--- src/rtl/snitch_icache_refill_writer_pkg.sv ---
// snitch_icache_refill_writer_pkg: shared icache refill types and default geometry.
package snitch_icache_refill_writer_pkg;

    function automatic int way_bits(input int n);
        return (n > 1) ? $clog2(n) : 1;
    endfunction

    localparam int DEF_LINE_WIDTH = 128;
    localparam int DEF_FILL_WIDTH = 64;
    localparam int DEF_WAY_COUNT  = 4;
    localparam int DEF_LINE_COUNT = 128;
    localparam int DEF_ADDR_WIDTH = $clog2(DEF_LINE_COUNT);
    localparam int DEF_WAY_WIDTH  = way_bits(DEF_WAY_COUNT);

    typedef enum logic [1:0] {IDLE, COLLECT, WRITE, DONE} state_e;

    typedef struct packed {
        logic [DEF_WAY_WIDTH-1:0]  way;
        logic [DEF_ADDR_WIDTH-1:0] addr;
    } refill_cmd_t;

    typedef struct packed {
        logic [DEF_WAY_WIDTH-1:0]  way;
        logic [DEF_ADDR_WIDTH-1:0] addr;
        logic                      error;
    } refill_done_t;

endpackage

--- src/rtl/snitch_icache_refill_writer_if.sv ---
// snitch_icache_refill_writer_if: command, beat, data-memory write and completion channels.
interface snitch_icache_refill_writer_if
    import snitch_icache_refill_writer_pkg::*;
#(
    parameter int LINE_WIDTH = DEF_LINE_WIDTH,
    parameter int FILL_WIDTH = DEF_FILL_WIDTH,
    parameter int WAY_COUNT  = DEF_WAY_COUNT,
    parameter int LINE_COUNT = DEF_LINE_COUNT,
    localparam int ADDR_WIDTH = $clog2(LINE_COUNT),
    localparam int WAY_WIDTH  = way_bits(WAY_COUNT)
);
    logic                  cmd_valid_i;
    logic                  cmd_ready_o;
    logic [WAY_WIDTH-1:0]  cmd_way_i;
    logic [ADDR_WIDTH-1:0] cmd_addr_i;
    logic                  beat_valid_i;
    logic                  beat_ready_o;
    logic [FILL_WIDTH-1:0] beat_data_i;
    logic                  beat_last_i;
    logic                  beat_error_i;
    logic                  ram_req_o;
    logic                  ram_gnt_i;
    logic [WAY_COUNT-1:0]  ram_enable_o;
    logic                  ram_write_o;
    logic [ADDR_WIDTH-1:0] ram_addr_o;
    logic [LINE_WIDTH-1:0] ram_wdata_o;
    logic                  done_valid_o;
    logic                  done_ready_i;
    logic [WAY_WIDTH-1:0]  done_way_o;
    logic [ADDR_WIDTH-1:0] done_addr_o;
    logic                  done_error_o;

    modport slave (
        input  cmd_valid_i, cmd_way_i, cmd_addr_i,
        input  beat_valid_i, beat_data_i, beat_last_i, beat_error_i,
        input  ram_gnt_i, done_ready_i,
        output cmd_ready_o, beat_ready_o,
        output ram_req_o, ram_enable_o, ram_write_o, ram_addr_o, ram_wdata_o,
        output done_valid_o, done_way_o, done_addr_o, done_error_o
    );

    modport master (
        output cmd_valid_i, cmd_way_i, cmd_addr_i,
        output beat_valid_i, beat_data_i, beat_last_i, beat_error_i,
        output ram_gnt_i, done_ready_i,
        input  cmd_ready_o, beat_ready_o,
        input  ram_req_o, ram_enable_o, ram_write_o, ram_addr_o, ram_wdata_o,
        input  done_valid_o, done_way_o, done_addr_o, done_error_o
    );
endinterface

--- src/rtl/snitch_icache_refill_writer.sv ---
// snitch_icache_refill_writer: packs refill beats into a cache line, writes it to the
// data memory on grant and reports completion (with error) to the lookup stage.
module snitch_icache_refill_writer
    import snitch_icache_refill_writer_pkg::*;
#(
    parameter int LINE_WIDTH = DEF_LINE_WIDTH,
    parameter int FILL_WIDTH = DEF_FILL_WIDTH,
    parameter int WAY_COUNT  = DEF_WAY_COUNT,
    parameter int LINE_COUNT = DEF_LINE_COUNT
) (
    input logic clk_i,
    input logic rst_ni,
    snitch_icache_refill_writer_if.slave bus
);
    localparam int BEATS     = LINE_WIDTH / FILL_WIDTH;
    localparam int CNT_WIDTH = $clog2(BEATS + 1);

    state_e                r_state;
    logic                  r_cmd_ready;
    logic                  r_beat_ready;
    logic                  r_ram_req;
    logic                  r_done_valid;
    refill_cmd_t           r_cmd;
    logic                  r_err;
    logic [CNT_WIDTH-1:0]  r_cnt;
    logic [LINE_WIDTH-1:0] r_line;

    logic         w_beat_hs;
    logic         w_beat_err;
    logic         w_gnt;
    refill_done_t w_done;

    assign w_beat_hs  = bus.beat_valid_i & r_beat_ready;
    // overflow beat, bad last position, or bus error all poison the line
    assign w_beat_err = bus.beat_error_i | (int'(r_cnt) >= BEATS)
                      | (bus.beat_last_i & (int'(r_cnt) + 1 != BEATS));
    assign w_gnt      = r_ram_req & bus.ram_gnt_i;
    assign w_done     = '{way: r_cmd.way, addr: r_cmd.addr, error: r_err};

    assign bus.cmd_ready_o  = r_cmd_ready;
    assign bus.beat_ready_o = r_beat_ready;
    assign bus.ram_req_o    = r_ram_req;
    assign bus.ram_enable_o = w_gnt ? WAY_COUNT'(1) << r_cmd.way : '0;
    assign bus.ram_write_o  = w_gnt;
    assign bus.ram_addr_o   = r_cmd.addr;
    assign bus.ram_wdata_o  = r_line;
    assign bus.done_valid_o = r_done_valid;
    assign bus.done_way_o   = w_done.way;
    assign bus.done_addr_o  = w_done.addr;
    assign bus.done_error_o = w_done.error;

    always_ff @(posedge clk_i or negedge rst_ni) begin
        if (!rst_ni) begin
            r_state      <= IDLE;
            r_cmd_ready  <= 1'b1;
            r_beat_ready <= 1'b0;
            r_ram_req    <= 1'b0;
            r_done_valid <= 1'b0;
            r_cmd        <= '0;
            r_err        <= 1'b0;
            r_cnt        <= '0;
            r_line       <= '0;
        end else begin
            for (int b = 0; b < BEATS; b++)
                if (w_beat_hs && r_cnt == CNT_WIDTH'(b))
                    r_line[b*FILL_WIDTH +: FILL_WIDTH] <= bus.beat_data_i;
            case (r_state)
                IDLE: if (bus.cmd_valid_i) begin
                    r_cmd        <= '{way: bus.cmd_way_i, addr: bus.cmd_addr_i};
                    r_cnt        <= '0;
                    r_err        <= 1'b0;
                    r_cmd_ready  <= 1'b0;
                    r_beat_ready <= 1'b1;
                    r_state      <= COLLECT;
                end
                COLLECT: if (w_beat_hs) begin
                    r_cnt <= (int'(r_cnt) >= BEATS) ? r_cnt : r_cnt + 1'b1;
                    r_err <= r_err | w_beat_err;
                    if (bus.beat_last_i) begin
                        r_beat_ready <= 1'b0;
                        r_ram_req    <= ~(r_err | w_beat_err);
                        r_done_valid <= r_err | w_beat_err;
                        r_state      <= (r_err | w_beat_err) ? DONE : WRITE;
                    end
                end
                WRITE: if (bus.ram_gnt_i) begin
                    r_ram_req    <= 1'b0;
                    r_done_valid <= 1'b1;
                    r_state      <= DONE;
                end
                DONE: if (bus.done_ready_i) begin
                    r_done_valid <= 1'b0;
                    r_cmd_ready  <= 1'b1;
                    r_state      <= IDLE;
                end
                default: r_state <= IDLE;
            endcase
        end
    end
endmodule

--- src/flat_wrapper.sv ---
// flat-port wrapper written by rule: the top's interface ports become plain ports
module snitch_icache_refill_writer_flat import snitch_icache_refill_writer_pkg::*;
#(
    parameter int LINE_WIDTH = DEF_LINE_WIDTH,
    parameter int FILL_WIDTH = DEF_FILL_WIDTH,
    parameter int WAY_COUNT  = DEF_WAY_COUNT,
    parameter int LINE_COUNT = DEF_LINE_COUNT
)
  (clk_i, rst_ni, bus_cmd_valid_i, bus_cmd_way_i, bus_cmd_addr_i, bus_beat_valid_i, bus_beat_data_i, bus_beat_last_i, bus_beat_error_i, bus_ram_gnt_i, bus_done_ready_i, bus_cmd_ready_o, bus_beat_ready_o, bus_ram_req_o, bus_ram_enable_o, bus_ram_write_o, bus_ram_addr_o, bus_ram_wdata_o, bus_done_valid_o, bus_done_way_o, bus_done_addr_o, bus_done_error_o);
  snitch_icache_refill_writer_if #(.LINE_WIDTH(LINE_WIDTH), .FILL_WIDTH(FILL_WIDTH), .WAY_COUNT(WAY_COUNT), .LINE_COUNT(LINE_COUNT)) bus_i ();
  input logic clk_i;
  input logic rst_ni;
  input wire logic [$bits(bus_i.cmd_valid_i)-1:0] bus_cmd_valid_i;
  input wire logic [$bits(bus_i.cmd_way_i)-1:0] bus_cmd_way_i;
  input wire logic [$bits(bus_i.cmd_addr_i)-1:0] bus_cmd_addr_i;
  input wire logic [$bits(bus_i.beat_valid_i)-1:0] bus_beat_valid_i;
  input wire logic [$bits(bus_i.beat_data_i)-1:0] bus_beat_data_i;
  input wire logic [$bits(bus_i.beat_last_i)-1:0] bus_beat_last_i;
  input wire logic [$bits(bus_i.beat_error_i)-1:0] bus_beat_error_i;
  input wire logic [$bits(bus_i.ram_gnt_i)-1:0] bus_ram_gnt_i;
  input wire logic [$bits(bus_i.done_ready_i)-1:0] bus_done_ready_i;
  output wire logic [$bits(bus_i.cmd_ready_o)-1:0] bus_cmd_ready_o;
  output wire logic [$bits(bus_i.beat_ready_o)-1:0] bus_beat_ready_o;
  output wire logic [$bits(bus_i.ram_req_o)-1:0] bus_ram_req_o;
  output wire logic [$bits(bus_i.ram_enable_o)-1:0] bus_ram_enable_o;
  output wire logic [$bits(bus_i.ram_write_o)-1:0] bus_ram_write_o;
  output wire logic [$bits(bus_i.ram_addr_o)-1:0] bus_ram_addr_o;
  output wire logic [$bits(bus_i.ram_wdata_o)-1:0] bus_ram_wdata_o;
  output wire logic [$bits(bus_i.done_valid_o)-1:0] bus_done_valid_o;
  output wire logic [$bits(bus_i.done_way_o)-1:0] bus_done_way_o;
  output wire logic [$bits(bus_i.done_addr_o)-1:0] bus_done_addr_o;
  output wire logic [$bits(bus_i.done_error_o)-1:0] bus_done_error_o;
  assign bus_i.cmd_valid_i = bus_cmd_valid_i;
  assign bus_i.cmd_way_i = bus_cmd_way_i;
  assign bus_i.cmd_addr_i = bus_cmd_addr_i;
  assign bus_i.beat_valid_i = bus_beat_valid_i;
  assign bus_i.beat_data_i = bus_beat_data_i;
  assign bus_i.beat_last_i = bus_beat_last_i;
  assign bus_i.beat_error_i = bus_beat_error_i;
  assign bus_i.ram_gnt_i = bus_ram_gnt_i;
  assign bus_i.done_ready_i = bus_done_ready_i;
  assign bus_cmd_ready_o = bus_i.cmd_ready_o;
  assign bus_beat_ready_o = bus_i.beat_ready_o;
  assign bus_ram_req_o = bus_i.ram_req_o;
  assign bus_ram_enable_o = bus_i.ram_enable_o;
  assign bus_ram_write_o = bus_i.ram_write_o;
  assign bus_ram_addr_o = bus_i.ram_addr_o;
  assign bus_ram_wdata_o = bus_i.ram_wdata_o;
  assign bus_done_valid_o = bus_i.done_valid_o;
  assign bus_done_way_o = bus_i.done_way_o;
  assign bus_done_addr_o = bus_i.done_addr_o;
  assign bus_done_error_o = bus_i.done_error_o;
  snitch_icache_refill_writer #(.LINE_WIDTH(LINE_WIDTH), .FILL_WIDTH(FILL_WIDTH), .WAY_COUNT(WAY_COUNT), .LINE_COUNT(LINE_COUNT)) u_core (.clk_i(clk_i), .rst_ni(rst_ni), .bus(bus_i));
endmodule
--- config.mk ---
export PLATFORM = sky130hd
export DESIGN_NAME = snitch_icache_refill_writer_flat
export DESIGN_NICKNAME = d
export VERILOG_FILES = /design/src/rtl/snitch_icache_refill_writer_pkg.sv /design/src/rtl/snitch_icache_refill_writer_if.sv /design/src/rtl/snitch_icache_refill_writer.sv /design/src/flat_wrapper.sv
export SDC_FILE = /design/constraint.sdc
export NUM_CORES = 1
export LEC_CHECK = 0
export BUFFER_PORTS_ARGS = -buffer_cell sky130_fd_sc_hd__clkbuf_2
export CORE_MARGIN = 4
export CORE_UTILIZATION = 45
export CTS_CLUSTER_SIZE = 14
export DETAILED_ROUTE_END_ITERATION = 12
export PLACE_DENSITY = 0.75
export SLEW_MARGIN = 15
export SYNTH_ARGS = -nofsm -noshare
export SYNTH_HDL_FRONTEND = slang
export SYNTH_SLANG_ARGS = --single-unit
export TNS_END_PERCENT = 50
--- constraint.sdc ---
create_clock -name clk_i -period 3 [get_ports clk_i]
set_input_delay 0.6 -clock clk_i [delete_from_list [all_inputs] [get_ports clk_i]]
set_output_delay 0.6 -clock clk_i [all_outputs]
set_load 0.005 [all_outputs]
==> metrics <==
predominant post-synthesis flop cell sky130_fd_sc_hd__dfrtp_1; Detailed Routing Iterations Pass 1 4; Avg Vias per Cell 4.90; Post-route DRC 0; total non-filler cell area in the finished layout 7750 µm²; pin count of the biggest net entering global routing 68; number of DRC violations after detailed-routing iteration 0 158; final worst setup slack 1.07 ns; post-synthesis instance total 373; TritonCTS clock tree yes; hold_buf cts 0; WL met1 5070 µm; die footprint 14700 µm²; max layer used met4; x dimension of the die 121 µm; Critical Path End Type flop; setup repair after global routing missed its margin false; Port Buffer Count 234; final hold violation count 0; pwr dens 1180 nW/µm²; Reg clk slew, reported paths 0.05 ns; run status completed; met3 wire length 1250 µm; Core Region 12600 µm²; required time of the worst setup path 3.29 ns; Area Overhead vs Synth 34.3%; count of instances resized after the clock tree is built 0; number of antenna violations at the first check in global routing 0; area of the mapped netlist 5770 µm²; count of state elements after synthesis 146; total number of H-tree levels 4; pin slew with the least headroom to its limit 0.640 ns; Synth Warn # 0; total congestion overflow 0; HP Class input port to async pin; total wire length after detailed routing 13100 µm; portion of synthesized cell area occupied by the leading cell type 62.8%; EDFF count, synth 0; Max transition margin 57.3%; Synth area leaders sky130_fd_sc_hd__dfrtp_1 (63%), sky130_fd_sc_hd__mux2_2 (24%), sky130_fd_sc_hd__mux2_1 (2.3%); family with the most delay on the worst path flip-flops; antenna-violating nets left 0; Post-Syn Nets 461; Placed Area 7120 µm²; IR Drop Worst-Case VDD 580 µV; share of layout cells above drive strength 1 64.3%; final-layout fill cell count 982; Worst path slowest cell sky130_fd_sc_hd__dfrtp_1; wire length of the first global-routing pass 20900 µm; post-route setup TNS 0 ns; number of maximum-capacitance violations 0; async set-reset flop share out of synthesis 100%; Period minus WS final 1.93 ns; number of distinct standard cells referenced by the synthesized netlist 32; buffer depth of the longest clock path 2; number of sinks on the clock net 146; num ports 235; Crit Path Class flop to flop; r2r setup slk 1.07 ns; count of final setup violators 0; half-perimeter wire length of the detailed placement result 9650 µm; achievable frequency 517 MHz; cell taking the most area after synthesis sky130_fd_sc_hd__dfrtp_1; Static Leakage 3.84 nW; highest cell delay on the worst timing path 0.44 ns; setup clock skew after layout 0.00949 ns; library cell with the highest instance count after synthesis sky130_fd_sc_hd__dfrtp_1; total CTS buffers 17; buffer type at the clock tree root sky130_fd_sc_hd__clkbuf_16; via total after detailed routing 3889; most frequent cells after synthesis sky130_fd_sc_hd__dfrtp_1 (145), sky130_fd_sc_hd__mux2_2 (125), sky130_fd_sc_hd__buf_2 (13), sky130_fd_sc_hd__mux2_1 (12), sky130_fd_sc_hd__nand2_1 (11); arrival time of data at the critical path endpoint 2.22 ns; final antenna diode count 0; synthesized area per cell 15.5 µm²; all-layer global routing usage 18.4%; via count of the first global-routing pass 4132; post-detailed-route wirelength per cell 16.4 µm; die height 121 µm; Tcrit/Tclk final 64.5%; starting density of the core 45.9%; post-synthesis sequential area ratio 63.3%; cell-by-cell trace of the critical path inv_1 > ha_1 > nand2_4 > buf_12 > mux2_2; Buf/Inv on CP 2; Skew-Pair Late Insertion Delay 0.41 ns; global placer's final weighted congestion 0.827; Std-Cell Rows 41; worst-path maximum fanout 38; met2 routed wirelength 6440 µm; kind of launch point of the worst setup path flop; worst hold slack 0.191 ns; layout net count 697; post-CTS setup repair buffer count 0; Pwr Total 0.00914 W; pre-CTS worst setup slack 0.942 ns; Pins Over Slew Limit 0
[worst paths after layout]
path | end | cells after the start | from
min | u_core.bus.ram_wdata_o[5]$_DFFE_PN0P_ | 1 | rst_ni
min reg2reg | u_core.bus.ram_wdata_o[54]$_DFFE_PN0P_ | 1 | u_core.bus.ram_wdata_o[54]$_DFFE_PN0P_
min in group clk_i | u_core.bus.ram_wdata_o[54]$_DFFE_PN0P_ | 2 | bus_beat_data_i[54]
max reg2reg | u_core.bus.ram_wdata_o[79]$_DFFE_PN0P_ | 5 | u_core.r_cnt[1]$_DFFE_PN0P_
max | u_core.bus.ram_wdata_o[79]$_DFFE_PN0P_ | 5 | u_core.r_cnt[1]$_DFFE_PN0P_
max in group asynchronous | u_core.bus.cmd_ready_o$_DFFE_PN1P_ | 2 | rst_ni
[where the power goes]
part / switching, W / internal [W]
combinational: 0.00144 / 0.00191
clock: 0.000761 / 0.00144
sequential: 0.000585 / 0.00300
[sequential cells by signal, summed over array words and instances, names as in the netlist]
signal	count
u_core.bus.beat_ready_o	1
u_core.bus.done_valid_o	1
u_core.r_cnt	2
u_core.bus.done_addr_o	7
u_core.bus.cmd_ready_o	1
u_core.bus.ram_wdata_o	128
u_core.bus.ram_req_o	1
u_core.bus.done_way_o	2
u_core.bus.done_error_o	1
u_core.r_state	2
[kinds of logic after synthesis]
logic type / synth area share [%]
mux: 27.1
simple gates: 3.32
flops: 63.3
buf+inv: 2.75
fa+ha+maj: 1.52
compound gates: 2.06
[area by class of cell]
type	count	area, µm²	share of cell area [%]
Clock buffer	25	515	6.65
Multi-Input combinational cell	198	1960	25.3
Clock inverter	7	119	1.53
Tap cell	172	215	2.78
Inverter	8	30.0	0.387
Timing Repair Buffer	238	1260	16.2
Sequential cell	146	3650	47.1
[worst register-to-register path, stage by stage (launching register included)]
cell and delay (ns):
sky130_fd_sc_hd__dfrtp_1 0.44, sky130_fd_sc_hd__inv_1 0.11, sky130_fd_sc_hd__ha_1 0.24, sky130_fd_sc_hd__nand2_4 0.32, sky130_fd_sc_hd__buf_12 0.31, sky130_fd_sc_hd__mux2_2 0.41
[cell usage in the layout (no fill, tap or decap), drive strengths merged]
master / instances
o2bb2ai: 1
or4: 1
a21oi: 7
bufinv: 3
clkinvlp: 2
or4b: 1
nor2b: 3
nand3: 2
o211ai: 1
nor3: 1
nor2: 3
and2: 1
or3b: 1
ha: 7
a31oi: 2
mux2i: 2
dfstp: 1
inv: 9
and3: 2
nor4: 2
buf: 5
nand2: 13
o2111ai: 1
dfrtp: 145
a31o: 1
nor3b: 2
clkbuf: 258
o21ai: 6
a211oi: 1
mux2: 137
clkinv: 1
[per-stage QoR]
stage / utilization (%) / std cells
finish: 61.7 / 794
global route: 61.7 / 794
CTS: 61.7 / 794
detailed placement: 56.6 / 762
global placement: 56.6 / 762
floorplan: - / 373
[metal layers]
layer	vias to the layer above	global-route usage (%)
met4	0	8.26
met1	1935	20.9
met3	20	8.44
met5	-	0
li1	1788	-
met2	146	29.7
Power figures use the tool's default switching activity.
